<file path="config.mk">
export PLATFORM = sky130hd
export DESIGN_NAME = i2s_master
export DESIGN_NICKNAME = d
export VERILOG_FILES = /design/src/rtl/i2s_master.sv
export SDC_FILE = /design/constraint.sdc
export NUM_CORES = 1
export LEC_CHECK = 0
export ABC_AREA = 1
export BUFFER_PORTS_ARGS = -buffer_cell sky130_fd_sc_hd__buf_2
export CAP_MARGIN = 0
export CORE_MARGIN = 5
export CORE_UTILIZATION = 51
export DETAILED_ROUTE_END_ITERATION = 8
export PLACE_DENSITY_LB_ADDON = 0.3
export SLEW_MARGIN = 5
export SYNTH_ARGS = -nofsm -noshare
export SYNTH_HDL_FRONTEND = slang
export SYNTH_SLANG_ARGS = --single-unit
</file>
<file path="constraint.sdc">
create_clock -name clk -period 2.5 [get_ports clk]
set_input_delay 0.375 -clock clk [delete_from_list [all_inputs] [get_ports clk]]
set_output_delay 0.375 -clock clk [all_outputs]
set_load 0.005 [all_outputs]
</file>
<file path="src/rtl/i2s_master.sv">
// I2S bus master: owns bclk/lrclk, shifts samples out on dacda and in from adcda
// using Philips framing (left while lrclk=0, MSB one bclk after each lrclk edge).
module i2s_master #(
    parameter int SAMPLE_WIDTH = 16,
    parameter int SLOT_WIDTH   = 32,
    parameter int BCLK_DIV     = 8
) (
    input  logic                    clk,
    input  logic                    reset,
    input  logic                    enable,
    input  logic [SAMPLE_WIDTH-1:0] left_in,
    input  logic [SAMPLE_WIDTH-1:0] right_in,
    output logic                    sample_req,
    output logic                    bclk,
    output logic                    lrclk,
    output logic                    dacda,
    input  logic                    adcda,
    output logic [SAMPLE_WIDTH-1:0] left_out,
    output logic [SAMPLE_WIDTH-1:0] right_out,
    output logic                    dataready
);

    localparam int FRAME = 2 * SLOT_WIDTH;
    localparam int BW    = $clog2(FRAME);
    localparam int DW    = $clog2(BCLK_DIV);

    localparam logic [BW-1:0] POS_LAST = BW'(FRAME - 1);
    localparam logic [BW-1:0] SLOT_POS = BW'(SLOT_WIDTH);
    localparam logic [BW-1:0] Q_END    = BW'(SAMPLE_WIDTH);
    localparam logic [BW-1:0] Q_LSB    = BW'(SAMPLE_WIDTH - 1);
    localparam logic [DW-1:0] DIV_LAST = DW'(BCLK_DIV - 1);

    // Position b carries the bit of slot index b-1, wrapping so b=0 is the last right bit.
    function automatic logic [BW-1:0] slot_index(input logic [BW-1:0] pos);
        return (pos == '0) ? POS_LAST : pos - 1'b1;
    endfunction

    function automatic logic in_right(input logic [BW-1:0] pos);
        return slot_index(pos) >= SLOT_POS;
    endfunction

    function automatic logic [BW-1:0] bit_index(input logic [BW-1:0] pos);
        logic [BW-1:0] p;
        p = slot_index(pos);
        return (p >= SLOT_POS) ? p - SLOT_POS : p;
    endfunction

    // Shifting past the sample width yields the zero padding of the slot tail.
    function automatic logic tx_bit(input logic [BW-1:0]           pos,
                                    input logic [SAMPLE_WIDTH-1:0] l,
                                    input logic [SAMPLE_WIDTH-1:0] r);
        logic [SAMPLE_WIDTH-1:0] s;
        s = in_right(pos) ? r : l;
        s = s << bit_index(pos);
        return s[SAMPLE_WIDTH-1];
    endfunction

    logic [DW-1:0]           div_cnt;
    logic [BW-1:0]           frame_pos;
    logic [BW-1:0]           next_pos;
    logic [BW-1:0]           rx_q;
    logic                    rx_right;
    logic                    started;
    logic [SAMPLE_WIDTH-1:0] tx_left;
    logic [SAMPLE_WIDTH-1:0] tx_right;
    logic [SAMPLE_WIDTH-2:0] rx_shift;
    logic [SAMPLE_WIDTH-1:0] rx_word;
    logic                    adcda_m;
    logic                    adcda_s;

    assign next_pos = (frame_pos == POS_LAST) ? '0 : frame_pos + 1'b1;
    assign rx_q     = bit_index(frame_pos);
    assign rx_right = in_right(frame_pos);
    assign rx_word  = {rx_shift, adcda_s};

    always_ff @(posedge clk) begin
        adcda_m <= adcda;
        adcda_s <= adcda_m;
    end

    always_ff @(posedge clk) begin
        sample_req <= 1'b0;
        dataready  <= 1'b0;
        if (reset || !enable) begin
            div_cnt   <= '0;
            bclk      <= 1'b0;
            lrclk     <= 1'b0;
            dacda     <= 1'b0;
            frame_pos <= '0;
            started   <= 1'b0;
            tx_left   <= '0;
            tx_right  <= '0;
            rx_shift  <= '0;
            if (reset) begin
                left_out  <= '0;
                right_out <= '0;
            end
        end else if (div_cnt == DIV_LAST) begin
            div_cnt <= '0;
            bclk    <= ~bclk;
            if (bclk) begin
                started   <= 1'b1;
                frame_pos <= next_pos;
                lrclk     <= (next_pos >= SLOT_POS);
                if (next_pos == BW'(1)) begin
                    tx_left    <= left_in;
                    tx_right   <= right_in;
                    dacda      <= tx_bit(next_pos, left_in, right_in);
                    sample_req <= 1'b1;
                end else begin
                    dacda <= tx_bit(next_pos, tx_left, tx_right);
                end
            // The rise before the first fall sits at b=0 of no real frame; skip it.
            end else if (started && rx_q < Q_END) begin
                rx_shift <= rx_word[SAMPLE_WIDTH-2:0];
                if (rx_q == Q_LSB) begin
                    if (rx_right) begin
                        right_out <= rx_word;
                        dataready <= 1'b1;
                    end else begin
                        left_out <= rx_word;
                    end
                end
            end
        end else begin
            div_cnt <= div_cnt + 1'b1;
        end
    end

endmodule

</file>
# == Word level (Yosys, flattened, before mapping) ==
# Index checks and enable logic that the tools add are counted.
# W data, S select, Z words.
# op_classes
addsub,6
order_cmp,4
eq_ne,7
shifts,2
muxes,23
bitwise,4
n_reduce_logical,17
# op_table
cell,count
$mux W16,15
$shl A16 B6 Y16,2
$mux W6,5
$ge A6 B6 Y1 const B,3
$logic_not A6 Y1,2
$reduce_and A6 Y1,2
$sub A6 B1 Y6 const B,2
$sub A6 B6 Y6 const B,2
$reduce_bool A2 Y1,4
$add A6 B1 Y6 const B,1
$eq A6 B1 Y1 const B,1
$eq A6 B4 Y1 const B,1
$eq A6 B6 Y1 const B,1
$lt A6 B5 Y1 const B,1
$reduce_and A3 Y1,2
$reduce_or A5 Y1,1
$ne A2 B1 Y1 const B,2
$not A1 Y1,4
$add A3 B1 Y3 const B,1
$eq A3 B3 Y1 const B,1
$mux W1,3
$reduce_or A3 Y1,1
$ne A2 B2 Y1 const B,1
$reduce_and A2 Y1,1
4 further kinds,4
# word_totals
ff_bits,96
output_inout_bits,37

# == Longest topological paths before layout ==
# Gate-level depths: netlist of run 1.
# depth
depth_word,10
ltp_mapped,20
ltp_nobuf,19

# == Worst setup path after synthesis of run 1 ==
# Ideal clock, no wire load.
# synth_path
kind,register -> register
start,register frame_pos[0]
end,register dacda
t_arrival_ns,2.222
t_required_ns,2.387
slack_ns,0.165
path_stages_with_launch,19
path_buffers,2
path_cell_list,dfxtp_1 > inv_1 > ha_1 > inv_1 > nand2_1 > nor2_4 > nand3_2 > nand2_4 > nand3_2 > buf_6 > buf_6 > o211ai_1 > nand3_1 > nand3_1 > nand3_1 > nand2_1 > nand2_1 > nand3_1 > nand2_1
# synth_via
elab_chain_cells,8
# synth_rtl
item,line_no,rtl
from (decl),59,logic [BW-1:0] frame_pos;
from (signal assigned),103,frame_pos <= next_pos;
$add A6 B1 Y6 or $eq A6 B6 Y1 (tied branches),71,assign next_pos = (frame_pos == POS_LAST) ? '0 : frame_pos + 1'b1;
$mux W6 *,71,
net next_pos[1],60,logic [BW-1:0] next_pos;
$sub A6 B1 Y6 or $logic_not A6 Y1 (tied branches),35,return (pos == '0) ? POS_LAST : pos - 1'b1;
$mux W6,35,
$sub A6 B6 Y6 or $ge A6 B6 Y1 (tied branches),"45, 39",
$mux W6 or $mux W16 (tied branches),"45, 53",
$shl A16 B6 Y16,54,s = s << bit_index(pos);
$mux W1 *,105,if (next_pos == BW'(1)) begin
to (signal assigned),108,"dacda <= tx_bit(next_pos, left_in, right_in);"
to (signal assigned),111,"dacda <= tx_bit(next_pos, tx_left, tx_right);"
to (decl),16,"output logic dacda,"
# The timed path passes the listed nets; every way through them passes the cells marked *.
# A chain may end at the register's enable or synchronous reset.

# == Worst setup path in the final report of run 1 ==
# layout_path
start,register frame_pos[1]
end,register dacda
# layout_via
elab_chain_cells,8
# layout_rtl
item,line_no
$add A6 B1 Y6 or $eq A6 B6 Y1 (tied branches),71
$mux W6 *,71
$sub A6 B1 Y6 or $logic_not A6 Y1 (tied branches),35
$mux W6,35
$sub A6 B6 Y6 or $ge A6 B6 Y1 (tied branches),"45, 39"
$mux W6 or $mux W16 (tied branches),"45, 53"
$shl A16 B6 Y16,54
$mux W1 *,105
# Mark *: on every way between the ends. The rest lies on a longest branch, timed or not.

==> flow_metrics.py, run 1 <==
metrics = {
    "setup_path": {
        "r2r_slack_ns": 0.18,
        "endpoint": "dacda",
        "crit_start": "frame_pos[1]",
        "crit_type": "reg -> reg",
        "end_kind": "flip-flop",
        "critPathMaxFanout": 26,
        "rr_worst_depth": 19,
        "cp.arrival_ns": 2.60,
        "r2r_end": "dacda",
        "crit_required_ns": 2.77,
        "critPathLaunchType": "flip-flop",
        "regToRegStartpoint": "frame_pos[1]",
    },
    "clock_network": {
        "clkLatencyLatePin_ns": 0.37,
        "cts_tree": "done",
        "cts.sinks": 96,
        "cts_buffers": 9,
        "clk_pin_slew_ns": 0.10,
        "cts-root-buf": "clkbuf_8",
        "clock_path_buffers": 2,
        "cts.hold.buffers_added": 0,
        "htreeDepth": 3,
    },
    "routing": {
        "dr_total_vias": 3937,
        "viasPerCell": 5.26,
        "wire_per_inst_um": 13.2,
        "ant_nets": 0,
        "drt_pass1_iterations": 5,
        "drt-total-wl_um": 9910,
        "route.detailed.drc": 0,
        "drt-initial-drc-count": 356,
    },
    "grt": {
        "grt_overflow_total": 0,
        "grt_usage_pct": 18.8,
        "grt_first_pass_wirelength_um": 15800,
        "met2_usage_pct": 32.3,
        "grt_max_degree": 49,
        "antenna_found_initial": 0,
        "grt_util_met1_pct": 23.4,
        "met3_usage_pct": 3.38,
        "grt_busiest_layer": "met2",
        "grt_pass1_vias": 3579,
    },
    "timing": {
        "clock.fmax_mhz": 431,
        "fin_skew_ns": 0.0104,
        "worst_pin_slew_ns": 0.397,
        "post-route-period-util_pct": 92.9,
        "slew_headroom_pct": 73.5,
        "slew_violations": 0,
        "setup_viol": 0,
        "final-hold-violation-count": 0,
        "layout_min_cycle_time_ns": 2.32,
        "setup_ws_ns": 0.178,
    },
    "finish": {
        "syn_to_final_growth_pct": 19.5,
        "nets": 682,
        "utilization_pct": 63.2,
        "drive_gt1_share_pct": 21.4,
        "diodes": 0,
    },
    "floorplanning": {
        "start_util_pct": 52.9,
        "core_mm2": 0.00830,
        "rows": 33,
        "die_w_um": 103,
        "ioPinCount": 73,
        "die_area_mm2": 0.0106,
        "die_h_um": 103,
    },
    "synthesis": {
        "synthTopCellsByCount": "nand2_1 (97), inv_1 (78), nand3_1 (76)",
        "synth-main-ff-cell": "dfxtp_1",
        "synth_edf_count": 32,
        "synth_nets": 600,
        "synth_top_area_share_pct": 29.2,
        "syn-mean-instance-area_um2": 7.88,
        "ys_types": 31,
        "netlist_instances": 557,
        "yosysMostFrequentCell": "nand2_1",
        "yosys_warnings": 0,
        "yosys.area.top_type": "dfxtp_1",
        "ys_seq_elements": 96,
        "yosys-top-cells-area": "dfxtp_1 (29%), edfxtp_1 (22%), nand3_1 (8.7%)",
        "async_flop_share_pct": 0,
        "ys_seq_area_share_pct": 51.1,
        "syn-cell-area_mm2": 0.00439,
    },
    "power_and_ir_drop": {
        "p_leak_nw": 2.40,
        "power.density_mw_per_mm2": 517,
        "irDropWorstVdd_mv": 0.314,
    },
    "placement": {
        "dp_hpwl_um": 6810,
        "dp_slack_ns": 0.0816,
        "port_buffers": 72,
        "gp_congestion": 0.887,
    },
    "outcome": {
        "status": "completed",
    },
    "job": {
        "maxCapViolCount": 0,
    },
    "hold_path": {
        "hold_path_class": "in -> reg",
    },
}
metrics by stage:
| step | std cells | hold slack [ns] | power (mW) | TNS [ns] | area (um2) |
|---|---|---|---|---|---|
| 5_1_grt | 749 | 0.0922 | 2.81 | -0.0104 | 5250 |
| 2_1_floorplan | 557 | 0.310 | 1.73 | 0 | 4390 |
| 3_5_place_dp | 725 | 0.321 | 1.80 | 0 | 4900 |
| 3_3_place_gp | 725 | 0.314 | 1.80 | 0 | 4900 |
| 6_report | 749 | 0.109 | 2.71 | 0 | 5250 |
| 4_1_cts | 741 | 0.101 | 2.73 | 0 | 5080 |
metal layers:
layer | share of wire (%) | vias up
met1 | 42 | 1780
met4 | 2.7 | 0
li1 | - | 1976
met3 | 7.0 | 22
met2 | 48 | 159
met5 | 0 | -
state kept, by name (all words and copies together) (netlist names), 3 cells and up:
signal / cells
div_cnt: 3
right_out: 16
tx_left: 16
tx_right: 16
left_out: 16
frame_pos: 6
rx_shift: 15
area by class of cell:
class / instances / area, um2
fill: 764 / 3050
sequential: 96 / 2250
multi-input combinational: 355 / 1780
timing repair buffer: 96 / 604
inverter: 81 / 305
tap: 105 / 131
clock buffer: 10 / 128
clock inverter: 6 / 52.6
power breakdown:
part,switching [mW],total [mW],internal [mW]
clock,0.569,0.945,0.376
combinational,0.0769,0.133,0.0564
sequential,0.00523,1.63,1.63
worst max-delay path, stage by stage (launching register included):
cell and delay [ns]:
dfxtp_4 0.38, ha_4 0.16, nand2_2 0.11, nor2_2 0.06, nand2_2 0.11, nand3_4 0.14, buf_4 0.17, nand2_1 0.05
nor2_1 0.04, nor2_2 0.12, buf_12 0.18, nand3_1 0.11, nand3_1 0.10, nand3_1 0.09, nand3_1 0.09, nand3_1 0.07
nand2_1 0.08, nand2_1 0.05, nand3_1 0.07, nand2_1 0.05
worst min path at each step:
| stage | from | endpoint | slack [ns] | cells past startpoint |
|---|---|---|---|---|
| floorplan | adcda_m | adcda_s | 0.31 | 0 |
| global placement | adcda_m | adcda_s | 0.31 | 0 |
| detailed placement | adcda_m | adcda_s | 0.32 | 0 |
| CTS | adcda | adcda_m | 0.10 | 1 |
| global route | adcda | adcda_m | 0.09 | 1 |
| finish | adcda | adcda_m | 0.11 | 1 |
cells in the final DEF (no fill, tap or decap), types with 2 or more instances in the layout:
| cell type | count |
|---|---|
| a21oi_1 | 43 |
| buf_12 | 2 |
| buf_2 | 72 |
| buf_4 | 19 |
| clkbuf_16 | 2 |
| clkbuf_8 | 9 |
| clkinv_4 | 2 |
| clkinvlp_4 | 2 |
| dfxtp_1 | 62 |
| edfxtp_1 | 32 |
| ha_1 | 6 |
| inv_1 | 78 |
| nand2_1 | 93 |
| nand2_2 | 7 |
| nand3_1 | 75 |
| nand3_2 | 2 |
| nand3_4 | 3 |
| nor2_1 | 47 |
| nor2_2 | 6 |
| nor2_4 | 3 |
| o21ai_0 | 49 |
| o21ai_1 | 5 |
| o22ai_1 | 6 |
cell families after synthesis:
family          share of synthesized area (%)
compound gates                           12.3
xor+xnor                                0.200
fa+ha+maj                                2.00
buf+inv                                  9.92
flops                                    51.1
simple gates                             24.5
what timing repair did:
action	in CTS	in global routing
setup buffers	0	5
gates resized for setup	0	18
setup endpoints to repair	0	30
No activity file was read; power rests on OpenSTA's default activity.
==> run 2: changes to the inputs <==
- clock period: 2.5 -> 2 ns (I/O delays scaled with it)
==> run 2 against run 1 <==
Against the previous run: the run now ends with negative setup slack left; first-iteration DRC count up 59%; total power grew 27%; final cell count is 5.3% higher; final area increased by 19%; largest cell class unchanged; highest routed layer unchanged; sequential power up 25%; non-clock buffer count rose by 40; register-to-register slack worse by 0.65 ns; critical path type unchanged.
==> flow_metrics.py, run 2 (synthesis results as in run 1) <==
metrics = {
    "outcome": {
        "status": "finished, violations left",
        "violations": "negative setup slack",
    },
    "power_and_ir_drop": {
        "pwr-share-clk_pct": 35.2,
        "cellInternalPower_mw": 2.59,
        "p_comb_share_pct": 5.8,
        "switching_share_pct": 25.0,
        "power.density_mw_per_mm2": 555,
        "irDropWorstVdd_mv": 0.302,
        "pwr-share-seq_pct": 59.1,
        "p_leak_nw": 2.76,
        "switchingPower_mw": 0.864,
    },
    "setup_path": {
        "r2r_end": "dacda",
        "crit_required_ns": 2.28,
        "r2r_slack_ns": -0.48,
        "end_kind": "flip-flop",
        "regToRegStartpoint": "frame_pos[1]",
        "cpMostUsedCell": "nand2_1",
        "cpMaxStageDelayCell": "dfxtp_4",
        "crit_type": "reg -> reg",
        "critPathLaunchType": "flip-flop",
        "crit_family": "simple AND/OR/NAND/NOR gates",
        "cp.arrival_ns": 2.75,
        "max_stage_delay_ns": 0.38,
        "worst-path-buf-inv": 5,
        "rr_worst_depth": 20,
        "path_cells": "buf_6 -> buf_6 -> nand3_2 -> inv_2 -> nand2_2 -> nand2_4 -> nand3_4 -> inv_4 -> nand2_2 -> nand3_4 -> clkbuf_16 -> nand2_1 -> o211ai_1 -> nand3_1 -> nand3_2 -> nand3_2 -> nand2_1 -> nand2_1 -> nand3_1 -> nand2_1",
        "critPathMaxFanout": 8,
    },
    "timing": {
        "setup_ws_ns": -0.476,
        "layout_min_cycle_time_ns": 2.48,
        "grt_setup_unrepaired": "true",
        "setup_tns_ns": -7.53,
        "post-route-period-util_pct": 124,
        "fin_hold_ws_ns": 0.0306,
        "final-hold-violation-count": 0,
        "clock.fmax_mhz": 404,
        "fin_skew_ns": 0.0120,
        "slew_violations": 0,
        "setup_viol": 33,
        "worst_pin_slew_ns": 0.531,
        "slew_headroom_pct": 64.6,
    },
    "routing": {
        "drt-total-wl_um": 13500,
        "route.detailed.drc": 0,
        "wire_per_inst_um": 17.0,
        "drt-initial-drc-count": 567,
        "drt_pass1_iterations": 7,
        "viasPerCell": 5.75,
        "ant_nets": 0,
        "dr_total_vias": 4535,
    },
    "placement": {
        "port_buffers": 72,
        "dp_hpwl_um": 6910,
        "place_area_mm2": 0.00513,
        "gp_congestion": 0.910,
        "dp_slack_ns": -0.246,
    },
    "clock_network": {
        "htreeDepth": 3,
        "cts_tree": "done",
        "cts_buffers": 9,
        "clkLatencyLatePin_ns": 0.37,
        "cts.sinks": 96,
        "cts-root-buf": "clkbuf_8",
        "clk_pin_slew_ns": 0.11,
        "clock_path_buffers": 2,
        "cts.hold.buffers_added": 0,
    },
    "grt": {
        "grt_pass1_vias": 4134,
        "grt_usage_pct": 23.5,
        "grt_first_pass_wirelength_um": 19300,
        "met3_usage_pct": 3.59,
        "grt_busiest_layer": "met2",
        "antenna_found_initial": 0,
        "grt_util_met1_pct": 28.8,
        "met2_usage_pct": 40.1,
        "grt_overflow_total": 0,
        "grt_max_degree": 49,
    },
    "finish": {
        "syn_to_final_growth_pct": 41.7,
        "final_common_cell": "nand2_1",
        "diodes": 0,
        "drive_gt1_share_pct": 36.1,
        "final_cell_mix": "nand2_1 (82), inv_1 (72), buf_2 (72)",
        "nets": 722,
        "utilization_pct": 74.9,
        "design_area_mm2": 0.00622,
    },
    "floorplanning": {
        "ioPinCount": 73,
        "die_h_um": 103,
        "core_mm2": 0.00830,
        "die_w_um": 103,
        "rows": 33,
        "die_area_mm2": 0.0106,
        "start_util_pct": 52.9,
    },
    "hold_path": {
        "holdPathStages": 1,
        "holdPathEnd": "adcda_m",
        "hold_path_class": "in -> reg",
        "hold_start": "adcda",
    },
    "job": {
        "maxCapViolCount": 0,
    },
}
run 2: power groups by stage:
stage	Clock [mW]	Sequential [mW]	Combinational, mW
floorplan	0	2.09	0.0786
global placement	0	2.08	0.174
detailed placement	0	2.09	0.176
CTS	1.21	2.04	0.183
global route	1.31	2.04	0.218
finish	1.21	2.04	0.199
run 2: metal layers:
layer	part of all wire (%)	routed length (um)
met1	37	4930
met2	48	6480
met3	9.8	1310
met4	5.4	733
met5	0	0
run 2: what timing repair did:
| action | 4_1_cts | 5_1_grt |
|---|---|---|
| gates resized for setup | 83 | 53 |
| pin swaps | 22 | 28 |
| gates cloned | 8 | 3 |
| endpoints found under the setup margin | 48 | 80 |
| setup buffers | 16 | 5 |
run 2: layout make-up:
type	instances	area (um2)
fillers	531	2080
flip-flops and latches	96	2250
multi-input cells	355	2110
well taps	105	131
repair buffers	136	1230
clock inverters	6	52.6
inverters	81	314
clock buffers	10	128
run 2: how the worst max path moves through the flow:
stage / startpoint / to / slack [ns] / depth (start not counted)
detailed placement: frame_pos[0] / dacda / -0.25 / 19
global route: frame_pos[1] / dacda / -0.57 / 19
finish: frame_pos[1] / dacda / -0.48 / 20
CTS: frame_pos[0] / dacda / -0.23 / 19
global placement: frame_pos[2] / dacda / -0.19 / 18
floorplan: frame_pos[0] / dacda / -0.14 / 18
run 2: stage by stage:
stage	power (mW)	cells
after floorplan	2.17	557
after global placement	2.26	743
after detailed placement	2.26	743
after CTS	3.43	783
after global routing	3.57	789
final	3.45	789
run 2: worst register-to-register path: stages (launching register included):
cell	delay, ns
dfxtp_4	0.38
buf_6	0.11
buf_6	0.10
nand3_2	0.10
inv_2	0.12
nand2_2	0.07
nand2_4	0.09
nand3_4	0.12
inv_4	0.11
nand2_2	0.08
nand3_4	0.20
clkbuf_16	0.19
nand2_1	0.07
o211ai_1	0.12
nand3_1	0.14
nand3_2	0.11
nand3_2	0.06
nand2_1	0.06
nand2_1	0.04
nand3_1	0.08
nand2_1	0.04
==> run 3: changes to the inputs <==
- REMOVE_ABC_BUFFERS: default -> 1
==> run 3 against run 2 <==
Against the previous run: the flow still finishes with violations (negative setup slack); via count fell by 13%; flip-flop and latch count did not move; fmax rose by 9.8%; utilization fell by 8.1 points; worst setup slack improved by 0.22 ns; final area fell by 11%; register-to-register slack improved by 0.22 ns; clock-buffer cell count fell by 1.
==> flow_metrics.py, run 3 (synthesis results as in run 1) <==
metrics = {
    "outcome": {
        "status": "finished, violations left",
        "violations": "negative setup slack",
    },
    "routing": {
        "drt-initial-drc-count": 198,
        "dr_total_vias": 3935,
        "ant_nets": 0,
        "route.detailed.drc": 0,
        "drt_pass1_iterations": 4,
        "drt-total-wl_um": 10300,
        "wire_per_inst_um": 13.3,
        "viasPerCell": 5.10,
    },
    "setup_path": {
        "rr_worst_depth": 19,
        "path_cells": "inv_2 -> ha_1 -> inv_2 -> nand2_2 -> nor2_4 -> nand3_2 -> nand2_4 -> nand3_4 -> buf_12 -> nand2_1 -> nand2_1 -> nand2_1 -> nand3_1 -> nand3_1 -> nand3_1 -> nand2_1 -> nand2_1 -> nand3_1 -> nand2_1",
        "cpMostUsedCell": "nand2_1",
        "cp.depth": 19,
        "critPathMaxFanout": 17,
        "cpMaxStageDelayCell": "dfxtp_4",
        "crit_required_ns": 2.27,
        "critPathLaunchType": "flip-flop",
        "end_kind": "flip-flop",
        "worst-path-buf-inv": 3,
        "crit_type": "reg -> reg",
        "cp.arrival_ns": 2.52,
        "max_stage_delay_ns": 0.39,
        "crit_family": "simple AND/OR/NAND/NOR gates",
    },
    "power_and_ir_drop": {
        "power.density_mw_per_mm2": 634,
        "irDropWorstVdd_mv": 0.367,
        "power_mw": 3.52,
        "p_leak_nw": 2.56,
    },
    "timing": {
        "setup_viol": 27,
        "setup_ws_ns": -0.255,
        "worst_pin_slew_ns": 0.439,
        "fin_hold_ws_ns": 0.145,
        "fin_skew_ns": 0.0133,
        "grt_setup_unrepaired": "true",
        "slew_violations": 0,
        "post-route-period-util_pct": 113,
        "final-hold-violation-count": 0,
        "layout_min_cycle_time_ns": 2.26,
        "slew_headroom_pct": 70.7,
        "clock.fmax_mhz": 443,
    },
    "finish": {
        "nets": 705,
        "final_cells": 772,
        "final_common_cell": "nand2_1",
        "syn_to_final_growth_pct": 26.3,
        "final_cell_mix": "nand2_1 (92), nand3_1 (75), inv_1 (74)",
        "drive_gt1_share_pct": 26.2,
        "fillers": 685,
        "diodes": 0,
    },
    "placement": {
        "dp_hpwl_um": 6990,
        "port_buffers": 72,
        "gp_congestion": 0.887,
        "dp_slack_ns": -0.236,
        "dp_cells": 748,
    },
    "floorplanning": {
        "rows": 33,
        "start_util_pct": 52.9,
        "die_w_um": 103,
        "die_area_mm2": 0.0106,
        "die_h_um": 103,
        "ioPinCount": 73,
        "core_mm2": 0.00830,
    },
    "clock_network": {
        "cts-root-buf": "clkbuf_8",
        "clk_pin_slew_ns": 0.11,
        "cts.sinks": 96,
        "clock_path_buffers": 2,
        "clkLatencyLatePin_ns": 0.37,
        "cts_tree": "done",
        "cts_buffers": 9,
        "htreeDepth": 3,
    },
    "grt": {
        "grt_first_pass_wirelength_um": 16500,
        "grt_pass1_vias": 3729,
        "antenna_found_initial": 0,
        "grt_overflow_total": 0,
        "grt_max_degree": 49,
        "grt_usage_pct": 19.6,
    },
    "job": {
        "maxCapViolCount": 0,
    },
    "hold_path": {
        "hold_path_class": "in -> reg",
        "holdPathStages": 2,
    },
}
[run 3: cell count changes in the layout (fill, tap and decap cells not counted), moves of 7 or more]
| cell | change |
|---|---|
| nand2_1 | +10 |
| o21ai_2 | -15 |
| o21ai_0 | +18 |
| nand2_4 | -7 |
| nand3_2 | -15 |
| nand3_1 | +16 |
[run 3: routing by layer]
layer | track usage (%) | up-vias | wire, um
met4 | 6.27 | 0 | 188
met1 | 23.4 | 1789 | 4290
met5 | 0 | - | 0
met3 | 4.19 | 14 | 553
li1 | - | 2027 | -
met2 | 35.1 | 105 | 5250
[run 3: worst paths after layout]
| check | to | slack (ns) | from |
|---|---|---|---|
| min | dataready | 0.15 | reset |
| min reg2reg | adcda_s | 0.35 | adcda_m |
| max reg2reg | dacda | -0.26 | frame_pos[0] |
| max | dacda | -0.26 | frame_pos[0] |
[run 3: what timing repair did]
item                                    4_1_cts  5_1_grt
gates cloned                                  1        2
pin swaps                                     3        7
endpoints found under the setup margin       61       81
endpoints found under the hold margin         1        0
gates resized for setup                      17       28
buffers inserted                              0        4
hold buffers                                  1        0
[run 3: cell type report]
cell class | count | area (um2) | share of cell area (%)
clock buffers | 9 | 124 | 2.23
inverters | 81 | 304 | 5.48
multi-input cells | 355 | 1820 | 32.9
clock inverters | 7 | 81.3 | 1.47
flip-flops and latches | 96 | 2250 | 40.7
repair buffers | 119 | 827 | 14.9
well taps | 105 | 131 | 2.37
[run 3: report_power, final]
group	internal (mW)	total [mW]	switching, mW
Clock	0.502	1.29	0.791
Sequential	2.03	2.04	0.00710
Combinational	0.0834	0.185	0.101
[run 3: worst reg2reg max path: stages, from the launching register on]
cell and delay (ns):
dfxtp_4 0.39, inv_2 0.05, ha_1 0.30, inv_2 0.07, nand2_2 0.06, nor2_4 0.14, nand3_2 0.10, nand2_4 0.09
nand3_4 0.12, buf_12 0.18, nand2_1 0.06, nand2_1 0.04, nand2_1 0.05, nand3_1 0.08, nand3_1 0.10, nand3_1 0.08
nand2_1 0.07, nand2_1 0.05, nand3_1 0.07, nand2_1 0.05
[run 3: metrics by stage]
stage / utilization, % / cell area [um2] / setup TNS [ns]
global route: 66.8 / 5550 / -6.56
CTS: 65.0 / 5400 / -0.891
detailed placement: 61.4 / 5100 / -3.66
global placement: 61.4 / 5100 / -1.21
floorplan: - / 4260 / -71.18
finish: 66.8 / 5550 / -1.70
